--- src/rtl/ram32_pkg.sv ---
// Shared types and constants for the RAM32 responder and its clear sequencer.
package ram32_pkg;

    typedef enum logic {
        ST_CLEAR = 1'b0,
        ST_READY = 1'b1
    } ram32_state_e;

    localparam int          RAM32_WIDTH   = 32;
    localparam int          RAM32_LANES   = 4;
    localparam logic [31:0] RAM32_CLR_VAL = 32'h0000_0000;

endpackage : ram32_pkg

--- src/rtl/ram32_clear_seq.sv ---
// Clear sequencer: walks every word address once after reset or an i_clr request, then reports ready.
// One word per cycle, DEPTH cycles total; i_clr is ignored while a clear is already running.
module ram32_clear_seq
    import ram32_pkg::*;
#(
    parameter int  DEPTH = 32,
    localparam int AW    = $clog2(DEPTH)
) (
    input  logic          i_clk,
    input  logic          i_rst,
    input  logic          i_clr,
    output logic          o_clr_we,
    output logic [AW-1:0] o_clr_addr,
    output logic          o_ready
);

    localparam logic [AW-1:0] LAST_ADDR = AW'(DEPTH - 1);

    ram32_state_e  state_q, state_d;
    logic [AW-1:0] cnt_q, cnt_d;

    always_ff @(posedge i_clk or posedge i_rst) begin
        if (i_rst) begin
            state_q <= ST_CLEAR;
            cnt_q   <= '0;
        end else begin
            state_q <= state_d;
            cnt_q   <= cnt_d;
        end
    end

    always_comb begin
        state_d  = state_q;
        cnt_d    = cnt_q;
        o_clr_we = 1'b0;
        case (state_q)
            ST_CLEAR: begin
                o_clr_we = 1'b1;
                // Leave on the last word so the counter never wraps into a second pass.
                if (cnt_q == LAST_ADDR) begin
                    state_d = ST_READY;
                    cnt_d   = '0;
                end else begin
                    cnt_d = cnt_q + AW'(1);
                end
            end
            ST_READY: begin
                if (i_clr) begin
                    state_d = ST_CLEAR;
                    cnt_d   = '0;
                end
            end
            default: begin
                state_d = ST_CLEAR;
                cnt_d   = '0;
            end
        endcase
    end

    assign o_clr_addr = cnt_q;
    assign o_ready    = (state_q == ST_READY);

endmodule : ram32_clear_seq

--- src/rtl/ram32_resp.sv ---
// RAM32 responder: DEPTH x 32 flop array, byte-lane writes, registered read (latency 1).
// No backpressure once ready; all user accesses are dropped and dout reads 0 while clearing.
module ram32_resp
    import ram32_pkg::*;
#(
    parameter int          DEPTH   = 32,
    parameter logic [31:0] CLR_VAL = RAM32_CLR_VAL,
    localparam int         AW      = $clog2(DEPTH)
) (
    input  logic                   i_clk,
    input  logic                   i_rst,
    input  logic [AW-1:0]          i_ram_addr,
    input  logic [RAM32_WIDTH-1:0] i_ram_din,
    input  logic [RAM32_LANES-1:0] i_ram_we,
    input  logic                   i_ram_en,
    output logic [RAM32_WIDTH-1:0] o_ram_dout,
    input  logic                   i_clr,
    output logic                   o_ready
);

    logic [RAM32_WIDTH-1:0] mem_q [DEPTH];
    logic [RAM32_WIDTH-1:0] dout_q, dout_d;
    logic                   clr_we;
    logic [AW-1:0]          clr_addr;
    logic                   ready;
    logic                   user_wr;
    logic                   user_rd;

    ram32_clear_seq #(.DEPTH(DEPTH)) u_clear_seq (
        .i_clk      (i_clk),
        .i_rst      (i_rst),
        .i_clr      (i_clr),
        .o_clr_we   (clr_we),
        .o_clr_addr (clr_addr),
        .o_ready    (ready)
    );

    assign user_wr = ready && i_ram_en && (i_ram_we != '0);
    assign user_rd = ready && i_ram_en && (i_ram_we == '0);

    // The array is deliberately not reset; the sequencer initialises it.
    always_ff @(posedge i_clk) begin
        if (clr_we) begin
            mem_q[clr_addr] <= CLR_VAL;
        end else if (user_wr) begin
            for (int n = 0; n < RAM32_LANES; n++) begin
                if (i_ram_we[n]) begin
                    mem_q[i_ram_addr][8*n +: 8] <= i_ram_din[8*n +: 8];
                end
            end
        end
    end

    always_comb begin
        dout_d = dout_q;
        if (!ready) begin
            dout_d = '0;
        end else if (user_rd) begin
            dout_d = mem_q[i_ram_addr];
        end
    end

    always_ff @(posedge i_clk or posedge i_rst) begin
        if (i_rst) begin
            dout_q <= '0;
        end else begin
            dout_q <= dout_d;
        end
    end

    // Gate the output so the first clear cycle does not expose a stale read.
    assign o_ram_dout = ready ? dout_q : '0;
    assign o_ready    = ready;

endmodule : ram32_resp
--- config.mk ---
export PLATFORM = sky130hd
export DESIGN_NAME = ram32_resp
export DESIGN_NICKNAME = d
export VERILOG_FILES = /design/src/rtl/ram32_pkg.sv /design/src/rtl/ram32_clear_seq.sv /design/src/rtl/ram32_resp.sv
export SDC_FILE = /design/constraint.sdc
export NUM_CORES = 1
export LEC_CHECK = 0
export ABC_CLOCK_PERIOD_IN_PS = 3400
export BUFFER_PORTS_ARGS = -buffer_cell sky130_fd_sc_hd__buf_2
export CAP_MARGIN = 10
export CORE_MARGIN = 3
export CORE_UTILIZATION = 40
export DETAILED_ROUTE_END_ITERATION = 16
export PLACE_DENSITY = 0.54
export SYNTH_ARGS = -nofsm -noshare
export SYNTH_HDL_FRONTEND = slang
export SYNTH_SLANG_ARGS = --single-unit
--- constraint.sdc ---
create_clock -name i_clk -period 3.4 [get_ports i_clk]
set_clock_uncertainty 0.1 [all_clocks]
set_input_delay 0.17 -clock i_clk [delete_from_list [all_inputs] [get_ports i_clk]]
set_output_delay 0.17 -clock i_clk [all_outputs]
set_load 0.1 [all_outputs]
After elaboration in Yosys (flattened, before gate mapping)
Memory sizes are Yosys's and may differ from the RTL's.
Cells that the tools add are included.

operators by class
  $add $sub $neg = 1
  mux-type cells = 29
  reductions and logical operators = 6
  equality and inequality tests = 3
  bitwise logic cells = 1

operators with widths
  cell                                          number
  two-way mux 32 bit                            4
  OR reduction 32 bit                           1
  two-way mux 1 bit                             19
  two-way mux 5 bit                             3
  one-hot mux 5 bit (2 select lines)            1
  adder 5 x 1 -> 5 bit (second input constant)  1
  equality test 5 bit (second input constant)   1
  zero test 4 bit                               1
  two-way mux 4 bit                             1
  != test 2 bit (second input constant)         2
  nonzero test 4 bit                            1
  logical AND 1 bit                             3
  one-hot mux 1 bit (2 select lines)            1
  NOT 1 bit                                     1

storage, ports and cells
  memory bits (writable) = 1,024
  register bits = 38
  input port bits = 45
  memories kept = 1
  output and inout port bits = 33
  word-level logic and storage cells = 44

memory list
  name   words  bits a word  rd ports  clocked after Yosys merged registers in  write ports  line              text
  mem_q  32     32           1         0                                        1            ram32_resp.sv:21  logic [RAM32_WIDTH-1:0] mem_q [DEPTH];

Logic depth before layout (Yosys ltp)
Gate-level depths: netlist of run 1.

  depth after elaboration = 7
  depth in mapped cells = 10
  mapped depth without buffers = 7

Hierarchy
A second synthesis of run 1 with hierarchy kept.

second synthesis, totals
  cells, all modules = 2,350
  area total of the unflattened synthesis = 42,478.2 um^2

by module, submodules not included
  module           instances  cells each  area each (um^2)  sequential area each (um^2)
  ram32_resp       1          2,324       42,183.0          31,550.3
  ram32_clear_seq  1          26          295.3             150.1

Least setup slack after synthesis of run 1
OpenSTA, ideal clock, no wires.

  path type = register to register
  start = reg u_clear_seq.state_q, in the netlist u_clear_seq.o_ready
  end = mem mem_q[11][24] (enable)
  buffers on the path = 1
  data arrival time = 2.808 ns
  setup time = 0.383 ns
  cell stages (with the launch flop) = 7
  clock period less this slack = 3.291 ns
  path slack = 0.109 ns
  data required time = 2.917 ns
  cell sequence = dfrtp_1 nand2_1 nor2_1 mux2i_1 nand2_1 clkbuf_1 nor3_1

between the ends
  longest elaborated chain between the ends = 7
  elaborated cells on any way between the ends = 18
  those cells by class = 15 x mux; 3 x reduce/logical

RTL lines
  element                                                           line                   text
  from (decl)                                                       ram32_clear_seq.sv:19  ram32_state_e state_q, state_d;
  from (signal assigned)                                            ram32_clear_seq.sv:27  state_q <= state_d;
  logical AND 1 bit (2 in a row)                                    ram32_resp.sv:38       assign user_wr = ready && i_ram_en && (i_ram_we != '0);
  two-way mux 1 bit                                                 ram32_resp.sv:45       end else if (user_wr) begin
  two-way mux 1 bit                                                 ram32_resp.sv:43       if (clr_we) begin
  two-way mux 1 bit (not written as such)                           ram32_resp.sv:48       mem_q[i_ram_addr][8*n +: 8] <= i_ram_din[8*n +: 8];
  OR reduction 32 bit (no line)                                     -
  two-way mux 5 bit (no line) or two-way mux 4 bit (tied branches)  -
  to (decl)                                                         ram32_resp.sv:21

Several ways; a longest one is shown, not always the timed one.

Final worst setup path of run 1
  start = reg u_clear_seq.state_q, in the netlist u_clear_seq.o_ready
  end = mem mem_q[21][5] (enable)

The elaborated chain is that of the path after synthesis.

==> flow_summary_export.csv, run 1 <==
group,metric,value,unit
critical_path,critPathKind,"register to register",
global_routing,grt_antenna_before_repair,4,
sta,min_period_over_period,0.897,
critical_path,crit_chain,"nand2_1 > nor2_4 > buf_4 > nor3b_1 > a31oi_1 > nor2_1",
cts,cts.sinks,1062,
power,powerDensity,670,mW/mm2
floorplanning,die_x,332,um
cts,cts.path.max_buffers,3,
power,power,32.9,mW
synthesis,avgSynthCellArea,18.0,um2
sta,fin_tns_setup,0,ps
critical_path,critPathLaunchType,"register",
hold_path,worst_hold_path.endpoint,"dout_q[12]",
synthesis,ys_seq_area_frac,0.746,
route,drc_errors,0,
synthesis,synth_ff_type,"edfxtp_1",
route,routedWlPerCell,26.8,um
route,antenna_left,0,
synthesis,synth_edf_count,1024,
synthesis,async_flop_share,0.0358,
critical_path,critPathCaptureType,"register",
route,drt_iter0_markers,2059,
floorplanning,core,0.105,mm2
cts,root_buffer,"clkbuf_16",
global_routing,grt_first_pass_wirelength,161000,um
synthesis,netlist_instances,2365,
critical_path,critPathRequiredTime,3600,ps
floorplanning,fp.dieH,332,um
synthesis,syn_nets,2412,
place,io_buffers,77,
sta,worst_pin_slew,1280,ps
floorplanning,die_area,0.110,mm2
synthesis,ys_types,46,
critical_path,critPathMaxStageDelay,940,ps
sta,whs,57.4,ps
synthesis,yosys_warnings,0,
sta,finalMaxSlewViolations,0,
sta,period_minus_slack,3050,ps
cts,postCtsHoldBufs,2,
critical_path,cp_slowest_cell,"a31oi_1",
critical_path,reg2reg_from,"u_clear_seq.o_ready",
cells_and_area,postLayoutCoreUtil,0.470,
hold_path,hp-class,"input pin to register",
power,leakage,17.4,nW
cts,path_clk_slew,60,ps
cts,postCtsSetupRepairBufs,0,
synthesis,synth_top_cells_by_area,"edfxtp_1 (72%), mux2i_1 (8.5%), mux4_2 (4.0%)",
cells_and_area,fill_cells,8813,
status,run_status,"finished, final reports clean",
flow_run,maxCapViolCount,0,
cts,htree_levels,3,
critical_path,worstPathMaxFanout,37,
route,routed_wl,110000,um
floorplanning,rows,118,
global_routing,grt_pass1_vias,23600,
global_routing,grt.overflow.total,0,
floorplanning,start_util,0.407,
hold_path,hp-start,"i_ram_addr[2]",
cells_and_area,drive_above_1_share,0.218,
critical_path,r2r-end,"mem_q[21][5]",
place,gp_congestion,0.796,
hold_path,hold_depth,3,
cts,cts_resized,0,
cells_and_area,nets,2670,
cts,cts_buffers,106,
critical_path,reg2reg_depth,6,
sta,fmax,328,MHz
floorplanning,io_pins,78,
cells_and_area,area_growth,15.6,%
cts,clock_latency,670,ps
critical_path,critical_path_arrival,3240,ps
sta,rsz0062_at_grt,"no",
place,hpwlAfterDp,69800,um
synthesis,synthesis.area,0.0425,mm2
power,vdd_drop_max,0.000434,V
route,vias,22700,
global_routing,grt_usage,0.197,
sta,hold_viol,0,
synthesis,synth_top_cell_area_share,0.724,
critical_path,ff2ff_setup_slack,350,ps
route,avgViaCountPerCell,5.55,
route,firstDrtPassIters,7,
sta,slew_headroom,0.143,
synthesis,synth-seq-cells,1062,
sta,setup_violations,0,
cts,cts_tree,"done",
global_routing,grt_max_degree,61,
synthesis,synth_largest_area_cell,"edfxtp_1",
-- per-stage QoR --
stage	setup WS [ps]	cell area (um2)	instances
6_report	352	49100	4091
5_1_grt	292	49100	4090
4_1_cts	396	49100	4090
3_5_place_dp	278	45700	3893
3_3_place_gp	317	45700	3893
2_1_floorplan	109	42500	2365
-- kinds of logic (layout without fill, tap and decap cells) --
logic type               after synthesis  in the layout  share of synthesized area
AND/OR/NAND/NOR                      328            328                     0.0381
other                                  0              1                          0
buffers and inverters                166            511                     0.0211
flip-flops                          1062           1062                      0.746
adder cells (fa/ha/maj)                2              2                   0.000589
multiplexers                         459            459                      0.131
AO/OA/AOI/OAI                        348            348                     0.0631
-- layer usage --
layer	GRT usage	share of wire	vias up
met5	0	0.000091	-
met4	0.0498	0.019	2
met3	0.0267	0.055	119
met2	0.325	0.49	706
met1	0.277	0.44	11900
li1	-	-	10000
-- final cells by class --
class                   count  area (um2)  share of cell area
diodes                      1        2.50           0.0000510
clock buffers             132        2810              0.0573
clock inverters            63         556              0.0113
inverters                   6        22.5            0.000459
multi-input cells        1137        9960               0.203
flip-flops and latches   1062       31700               0.645
well taps                1380        1730              0.0352
repair buffers            310        2330              0.0474
-- synth_stat cells, types with 2 or more instances --
library cell,instances
a31oi_1,12
nand2b_1,8
o41ai_2,13
a211oi_1,19
o22ai_1,15
nand2_1,60
a221oi_1,32
nor3_1,60
nor2b_1,24
a22o_1,45
mux2_2,21
a21oi_1,85
inv_1,5
a22oi_1,92
o21ai_0,2
buf_12,2
a221oi_2,11
o41ai_1,18
edfxtp_1,1024
buf_6,13
or2_1,3
mux4_2,76
and2_1,68
buf_4,26
ha_1,2
nor2_1,87
mux2i_1,362
nor4_1,2
or2_0,2
buf_2,29
buf_1,7
nand3_1,8
dfrtp_1,38
clkbuf_1,82
-- where the power goes --
| part | leakage [nW] | internal (mW) | switching (mW) |
|---|---|---|---|
| combinational | 5.71 | 1.50 | 3.64 |
| clock | 1.65 | 6.53 | 4.81 |
| sequential | 10.1 | 16.1 | 0.346 |
| total | 17.4 | 24.1 | 8.80 |
-- flip-flops by register name, indices dropped and copies added, names as in the netlist --
name	count
u_clear_seq.o_clr_addr	5
dout_q	32
mem_q	1024
u_clear_seq.o_ready	1
-- how the worst max path moves through the flow --
stage / startpoint / end / slack (ps)
floorplan: u_clear_seq.o_ready / mem_q[11][24] / 110
CTS: u_clear_seq.o_ready / mem_q[21][6] / 400
detailed placement: i_ram_we[1] / mem_q[21][3] / 280
global placement: i_ram_we[1] / mem_q[21][5] / 320
finish: u_clear_seq.o_ready / mem_q[21][5] / 350
global route: u_clear_seq.o_ready / mem_q[21][6] / 290
-- worst max-delay path, delay by kind of cell (launching register included) --
| family | cells | cell delay (ps) |
|---|---|---|
| AO/OA/AOI/OAI | 1 | 940 |
| AND/OR/NAND/NOR | 4 | 830 |
| buffers and inverters | 1 | 410 |
| flip-flops | 1 | 360 |
-- cells in the final DEF, fill, tap and decap left out, types with 3 or more instances in the layout --
master     synthesis  final
a211oi_1          19     19
a21oi_1           85     85
a221oi_1          32     32
a221oi_2          11     11
a22o_1            45     45
a22oi_1           92     92
a31oi_1           12      9
a31oi_2            0      3
and2_1            68     67
buf_12             2     14
buf_2             29     74
buf_4             26    219
bufinv_16          0      9
clkbuf_1          82     22
clkbuf_16          0    108
clkinv_1           0     28
clkinv_2           0     18
clkinv_8           0      3
dfrtp_1           38     37
edfxtp_1        1024   1024
inv_1              5      4
mux2_2            21     21
mux2i_1          362    362
mux4_2            76     76
nand2_1           60     59
nand2b_1           8      7
nand3_1            8      7
nor2_1            87     85
nor2b_1           24     22
nor3_1            60     60
o22ai_1           15     15
o41ai_1           18     18
o41ai_2           13     13
or2_1              3      3
Note: power is estimated with default switching activity, not from simulation.
==> inputs of run 2 (changes only) <==
--- a/config.mk
+++ b/config.mk
@@ -5,13 +5,14 @@
 export SDC_FILE = /design/constraint.sdc
 export NUM_CORES = 1
 export LEC_CHECK = 0
-export ABC_CLOCK_PERIOD_IN_PS = 3400
+export ABC_CLOCK_PERIOD_IN_PS = 3900
 export BUFFER_PORTS_ARGS = -buffer_cell sky130_fd_sc_hd__buf_2
 export CAP_MARGIN = 10
 export CORE_MARGIN = 3
 export CORE_UTILIZATION = 40
 export DETAILED_ROUTE_END_ITERATION = 16
 export PLACE_DENSITY = 0.54
+export SETUP_SLACK_MARGIN = 0.5
 export SYNTH_ARGS = -nofsm -noshare
 export SYNTH_HDL_FRONTEND = slang
 export SYNTH_SLANG_ARGS = --single-unit
==> constraint.sdc (replaced) <==
create_clock -name i_clk -period 3.9 [get_ports i_clk]
set_clock_uncertainty 0.1 [all_clocks]
set_input_delay 0.195 -clock i_clk [delete_from_list [all_inputs] [get_ports i_clk]]
set_output_delay 0.195 -clock i_clk [all_outputs]
set_load 0.1 [all_outputs]
==> run 2 against run 1 <==
Critical path depth fell by 1. Die area is the same. Core utilization shrank 0.53 points. Worst setup slack gained 410 ps. Sequential power shrank 13%. Global-route usage is 0.24 points lower. Clock power down 13%. Total power decreased by 14%. Hold slack got worse by 33 ps. Via count is 1.5% lower. Sequential share of layout area up 0.73 points.
==> flow_summary_export.csv, run 2 (same netlist as run 1, synthesis figures left out) <==
group,metric,value,unit
status,run_status,"finished, final reports clean",
route,vias,22400,
cts,htree_levels,3,
cts,clock_latency,670,ps
cts,root_buffer,"clkbuf_16",
cells_and_area,multi_input_comb_area,0.00997,mm2
cts,cts.sinks,1062,
cts,cts_tree,"done",
route,avgViaCountPerCell,5.56,
route,drc_errors,0,
route,firstDrtPassIters,7,
critical_path,critPathKind,"register to register",
global_routing,grt.overflow.total,0,
cells_and_area,nets,2602,
sta,setup_violations,0,
floorplanning,fp.dieH,332,um
critical_path,reg2reg_depth,5,
sta,min_period_over_period,0.804,
place,gp_congestion,0.801,
floorplanning,die_x,332,um
sta,finalMaxSlewViolations,0,
power,swShare,0.268,
floorplanning,die_area,0.110,mm2
sta,slew_headroom,0.237,
sta,worst_pin_slew,1140,ps
power,pwr-share-clk,0.346,
power,seq_power_share,0.504,
cells_and_area,largest_reg_flops,1024,
power,power_switching,7.59,mW
floorplanning,rows,118,
cts,cts.path.max_buffers,3,
cts,cts_buffers,104,
power,vdd_drop_max,0.000372,V
cts,path_clk_slew,60,ps
critical_path,critPathCaptureType,"register",
cells_and_area,area_growth,14.3,%
global_routing,grt_usage,0.195,
place,io_buffers,77,
floorplanning,start_util,0.407,
power,p_comb_frac,0.150,
critical_path,critical_path_arrival,3320,ps
power,power,28.4,mW
power,internal-power,20.8,mW
sta,hold_viol,0,
global_routing,grt_pass1_vias,22800,
hold_path,hp-class,"input pin to register",
place,hpwlAfterDp,67300,um
sta,period_minus_slack,3140,ps
floorplanning,io_pins,78,
cells_and_area,regMostFlops,"mem_q",
route,antenna_left,0,
critical_path,worstPathMaxFanout,9,
power,powerDensity,584,mW/mm2
route,routedWlPerCell,26.9,um
route,drt_iter0_markers,2011,
cells_and_area,layout_commonest_cell,"edfxtp_1",
global_routing,grt_antenna_before_repair,6,
route,routed_wl,108000,um
sta,fmax,319,MHz
cts,postCtsSetupRepairBufs,0,
floorplanning,core,0.105,mm2
cells_and_area,regArea,0.0317,mm2
sta,fin_tns_setup,0,ps
critical_path,critPathRequiredTime,4090,ps
global_routing,grt_first_pass_wirelength,159000,um
flow_run,maxCapViolCount,0,
sta,rsz0062_at_grt,"no",
global_routing,grt_max_degree,91,
cells_and_area,layout_common_cells,"edfxtp_1 (1024), mux2i_1 (362), buf_4 (153)",
hold_path,hold_depth,2,
critical_path,critPathLaunchType,"register",
cells_and_area,drive_above_1_share,0.200,
power,leakage,17.0,nW
cells_and_area,fill_cells,8852,
-- run 2: changes by cell type in the layout (fill, tap and decap cells not counted), sizes merged --
cell / previous run / this run
buf: 308 / 238
bufinv: 9 / 8
clkinvlp: 2 / 7
clkinv: 50 / 40
inv: 8 / 11
clkbuf: 132 / 139
dlygate4sd3: 2 / 4
-- run 2: repair_timing --
item	in CTS	in global routing
endpoints found under the setup margin	0	8
hold buffers	3	1
gates resized for setup	0	1
endpoints found under the hold margin	45	8
-- run 2: critical path, stage by stage (launching register included) --
cell	delay (ps)
dfrtp_2	360
nand2_1	130
nor2_4	160
mux2i_1	640
nand2_1	420
nor3_1	940
-- run 2: power by group through the flow --
stage	logic, mW	clock network [mW]	registers (mW)
2_1_floorplan	2.33	0	14.5
3_3_place_gp	4.18	0	14.5
3_5_place_dp	4.25	0	14.6
4_1_cts	4.27	10.0	14.3
5_1_grt	4.54	10.5	14.4
6_report	4.25	9.81	14.3
-- run 2: through the flow --
stage	instance area (um2)	setup WS, ps	cells	hold slack [ps]	util
after floorplan	42500	609	2365	184	-
after global placement	45100	440	3821	341	0.432
after detailed placement	45100	305	3821	342	0.432
after CTS	48500	717	4021	62.9	0.464
after global routing	48600	547	4026	14.9	0.465
final	48600	765	4027	24.6	0.465
-- run 2: area by class of cell --
type,instances,area share
flip-flops and latches,1062,0.653
well taps,1380,0.0356
repair buffers,244,0.0370
clock buffers,137,0.0576
diodes,1,0.0000515
clock inverters,60,0.0113
inverters,6,0.000464
multi-input cells,1137,0.205
-- run 2: path summary, 6_finish.rpt --
check | from | end | slack, ps
hold reg to reg | dout_q[21] | dout_q[21] | 380
hold / removal | i_ram_din[23] | mem_q[26][23] | 20
setup reg to reg | u_clear_seq.o_ready | mem_q[27][25] | 760
max in group asynchronous | i_rst | u_clear_seq.o_ready | 2680
min in group asynchronous | i_rst | dout_q[8] | 470
setup / recovery | u_clear_seq.o_ready | mem_q[27][25] | 760
-- run 2: routing by layer --
| metal | wire, um | global-route usage |
|---|---|---|
| met5 | 27 | 0 |
| met4 | 2470 | 0.0511 |
| met3 | 5690 | 0.0303 |
| met2 | 52600 | 0.319 |
| met1 | 47700 | 0.272 |
==> inputs of run 3 (changes only) <==
--- a/config.mk
+++ b/config.mk
@@ -5,13 +5,14 @@
 export SDC_FILE = /design/constraint.sdc
 export NUM_CORES = 1
 export LEC_CHECK = 0
-export ABC_CLOCK_PERIOD_IN_PS = 3900
+export ABC_AREA = 1
+export ABC_CLOCK_PERIOD_IN_PS = 2850
 export BUFFER_PORTS_ARGS = -buffer_cell sky130_fd_sc_hd__buf_2
 export CAP_MARGIN = 10
 export CORE_MARGIN = 3
 export CORE_UTILIZATION = 40
 export DETAILED_ROUTE_END_ITERATION = 16
-export PLACE_DENSITY = 0.54
+export PLACE_DENSITY = 0.56
 export SETUP_SLACK_MARGIN = 0.5
 export SYNTH_ARGS = -nofsm -noshare
 export SYNTH_HDL_FRONTEND = slang
==> constraint.sdc (replaced) <==
create_clock -name i_clk -period 2.85 [get_ports i_clk]
set_clock_uncertainty 0.1 [all_clocks]
set_input_delay 0.1425 -clock i_clk [delete_from_list [all_inputs] [get_ports i_clk]]
set_output_delay 0.1425 -clock i_clk [all_outputs]
set_load 0.1 [all_outputs]
==> run 3 against run 2 <==
Count of clock-buffer cells in the layout decreased by 1. Worst setup slack got worse by 210 ps. Synthesized cell count increased by 63%. Via count increased by 31%. Largest cell class unchanged. Total power increased by 53%. Register-to-register slack got worse by 210 ps. Maximum frequency increased by 36%. Core utilization increased by 2.0 points. First-iteration DRC count increased by 24%. Area after synthesis increased by 3.5%. Critical path type unchanged. Sequential share of layout area decreased by 5.3 points.
==> flow_summary_export.csv, run 3 <==
group,metric,value,unit
status,run_status,"finished, final reports clean",
synthesis,synthesis.area,0.0440,mm2
cts,htree_levels,3,
sta,setup_violations,0,
global_routing,grt_usage,0.210,
sta,finalMaxSlewViolations,0,
sta,fin_tns_setup,0,ps
route,routed_wl,119000,um
place,place_area,0.0476,mm2
floorplanning,fp.dieH,338,um
floorplanning,start_util,0.404,
synthesis,yosysMostFrequentCell,"nand2_1",
route,antenna_left,0,
critical_path,ff2ff_setup_slack,550,ps
critical_path,critPathLaunchType,"register",
route,avgViaCountPerCell,5.28,
sta,layout_setup_ws,552,ps
power,vdd_drop_max,0.000739,V
synthesis,avgSynthCellArea,11.4,um2
cells_and_area,design_area,0.0528,mm2
synthesis,yosys-top-cells-count,"nand2_1 (1388), edfxtp_1 (1024), nand3_1 (865)",
cts,cts.path.max_buffers,3,
synthesis,synth_largest_area_cell,"edfxtp_1",
critical_path,worstPathMaxFanout,10,
cts,path_clk_slew,60,ps
synthesis,synth_ff_type,"edfxtp_1",
synthesis,synth_top_cell_area_share,0.699,
sta,worst_pin_slew,991,ps
cells_and_area,antenna-diode-count,0,
synthesis,syn_nets,3910,
floorplanning,die_x,338,um
cts,cts_tree,"done",
route,drt_iter0_markers,2490,
floorplanning,io_pins,78,
synthesis,synth-seq-cells,1062,
hold_path,hold_depth,4,
route,vias,29300,
route,drc_errors,0,
sta,slew_headroom,0.340,
floorplanning,core,0.109,mm2
cts,root_buffer,"clkbuf_16",
critical_path,reg2reg_from,"u_clear_seq.o_ready",
critical_path,critPathKind,"register to register",
cells_and_area,layout_commonest_cell,"nand2_1",
cells_and_area,layout_common_cells,"nand2_1 (1388), edfxtp_1 (1024), nand3_1 (865)",
hold_path,worst_hold_path.endpoint,"mem_q[22][21]",
synthesis,synth_top_cells_by_area,"edfxtp_1 (70%), nand2_1 (12%), nand3_1 (9.8%)",
critical_path,critical_path_arrival,2570,ps
power,powerDensity,823,mW/mm2
place,io_buffers,77,
critical_path,critPathRequiredTime,3120,ps
sta,min_period_over_period,0.806,
floorplanning,die_area,0.114,mm2
sta,rsz0062_at_grt,"yes",
critical_path,r2r-end,"mem_q[29][0]",
cts,cts.sinks,1062,
cells_and_area,regMostFlops,"mem_q",
cells_and_area,area_growth,20.1,%
route,routedWlPerCell,21.5,um
global_routing,grt.overflow.total,0,
sta,period_minus_slack,2300,ps
hold_path,hp-class,"input pin to register",
cells_and_area,drive_above_1_share,0.163,
critical_path,critPathCaptureType,"register",
place,gp_congestion,0.798,
critical_path,reg2reg_depth,8,
synthesis,yosys_warnings,0,
place,hpwlAfterDp,70400,um
flow_run,maxCapViolCount,0,
route,firstDrtPassIters,5,
synthesis,ys_types,25,
global_routing,grt_antenna_before_repair,0,
global_routing,grt_pass1_vias,28200,
sta,fmax,435,MHz
cts,clock_latency,680,ps
synthesis,ys_seq_area_frac,0.721,
cts,cts_buffers,107,
cells_and_area,nets,4090,
sta,hold_viol,0,
floorplanning,rows,121,
synthesis,netlist_instances,3863,
synthesis,synth_edf_count,1024,
hold_path,hp-start,"i_ram_din[21]",
global_routing,grt_max_degree,129,
global_routing,grt_first_pass_wirelength,180000,um
power,leakage,19.8,nW
synthesis,async_flop_share,0.0358,
place,dpl_worst_slack,-289,ps
cells_and_area,largest_reg_flops,1024,
==> run 3: routing by layer <==
| layer | share of wire | wire, um | global-route usage | vias to the layer above |
|---|---|---|---|---|
| li1 | - | - | - | 13900 |
| met1 | 0.45 | 53300 | 0.302 | 14400 |
| met2 | 0.47 | 56100 | 0.337 | 898 |
| met3 | 0.061 | 7290 | 0.0296 | 170 |
| met4 | 0.023 | 2770 | 0.0525 | 0 |
| met5 | 0 | 0 | 0 | - |
==> run 3: repair_timing <==
| item | 4_1_cts | 5_1_grt |
|---|---|---|
| hold buffers | 15 | 0 |
| gates resized for setup | 95 | 12 |
| endpoints found under the setup margin | 706 | 878 |
| gates cloned | 1 | 0 |
| setup buffers | 43 | 24 |
| pin swaps | 43 | 20 |
| hold endpoints to repair | 177 | 0 |
==> run 3: worst max-delay path by stage <==
stage / startpoint / to / slack [ps] / cells after the start
finish: u_clear_seq.o_ready / mem_q[29][0] / 550 / 8
global route: u_clear_seq.o_ready / mem_q[21][28] / 490 / 8
CTS: u_clear_seq.o_ready / o_ram_dout[0] / 260 / 4
detailed placement: i_ram_we[3] / mem_q[9][2] / -290 / 9
global placement: i_ram_we[3] / mem_q[9][2] / -240 / 9
floorplan: u_clear_seq.o_ready / mem_q[9][0] / 410 / 6
==> run 3: where the power goes <==
part / switching, mW / internal (mW)
Sequential: 0.386 / 19.5
Clock: 5.87 / 8.41
Combinational: 6.65 / 2.63
Total: 12.9 / 30.6
==> run 3: stage by stage <==
stage	instances	total power [mW]	hold slack, ps	util
CTS	5524	43.5	0.290	0.480
global placement	5265	28.2	278	0.436
global route	5548	45.1	18.8	0.485
finish	5548	43.5	13.4	0.485
floorplan	3863	24.9	129	-
detailed placement	5265	28.3	274	0.436
==> run 3: kinds of logic (layout without fill, tap and decap cells) <==
logic type                 after synthesis  in the layout  synth area share
buffers and inverters                  348            618            0.0369
and+or+nand+nor                       2434           2435             0.239
DFF                                   1062           1062             0.721
AOI/OAI and AO/OA                       16             16           0.00230
xor gates and xnor gates                 1              1          0.000199
adders and majority gates                2              2          0.000569
==> run 3: layout make-up <==
class / count / area (um2)
clock buffer: 136 / 2880
clock inverter: 64 / 707
fill: 9604 / 56200
inverter: 84 / 342
multi-input combinational: 2454 / 12000
sequential: 1062 / 31700
tap: 1414 / 1770
timing repair buffer: 334 / 3400
==> run 3: worst max-delay path, cell delays in order (launching register included) <==
cell	delay, ps
dfrtp_4	510
nand3_4	120
buf_6	150
o21ai_2	110
inv_4	160
nand2_4	150
buf_6	240
nor3_2	240
buf_4	210
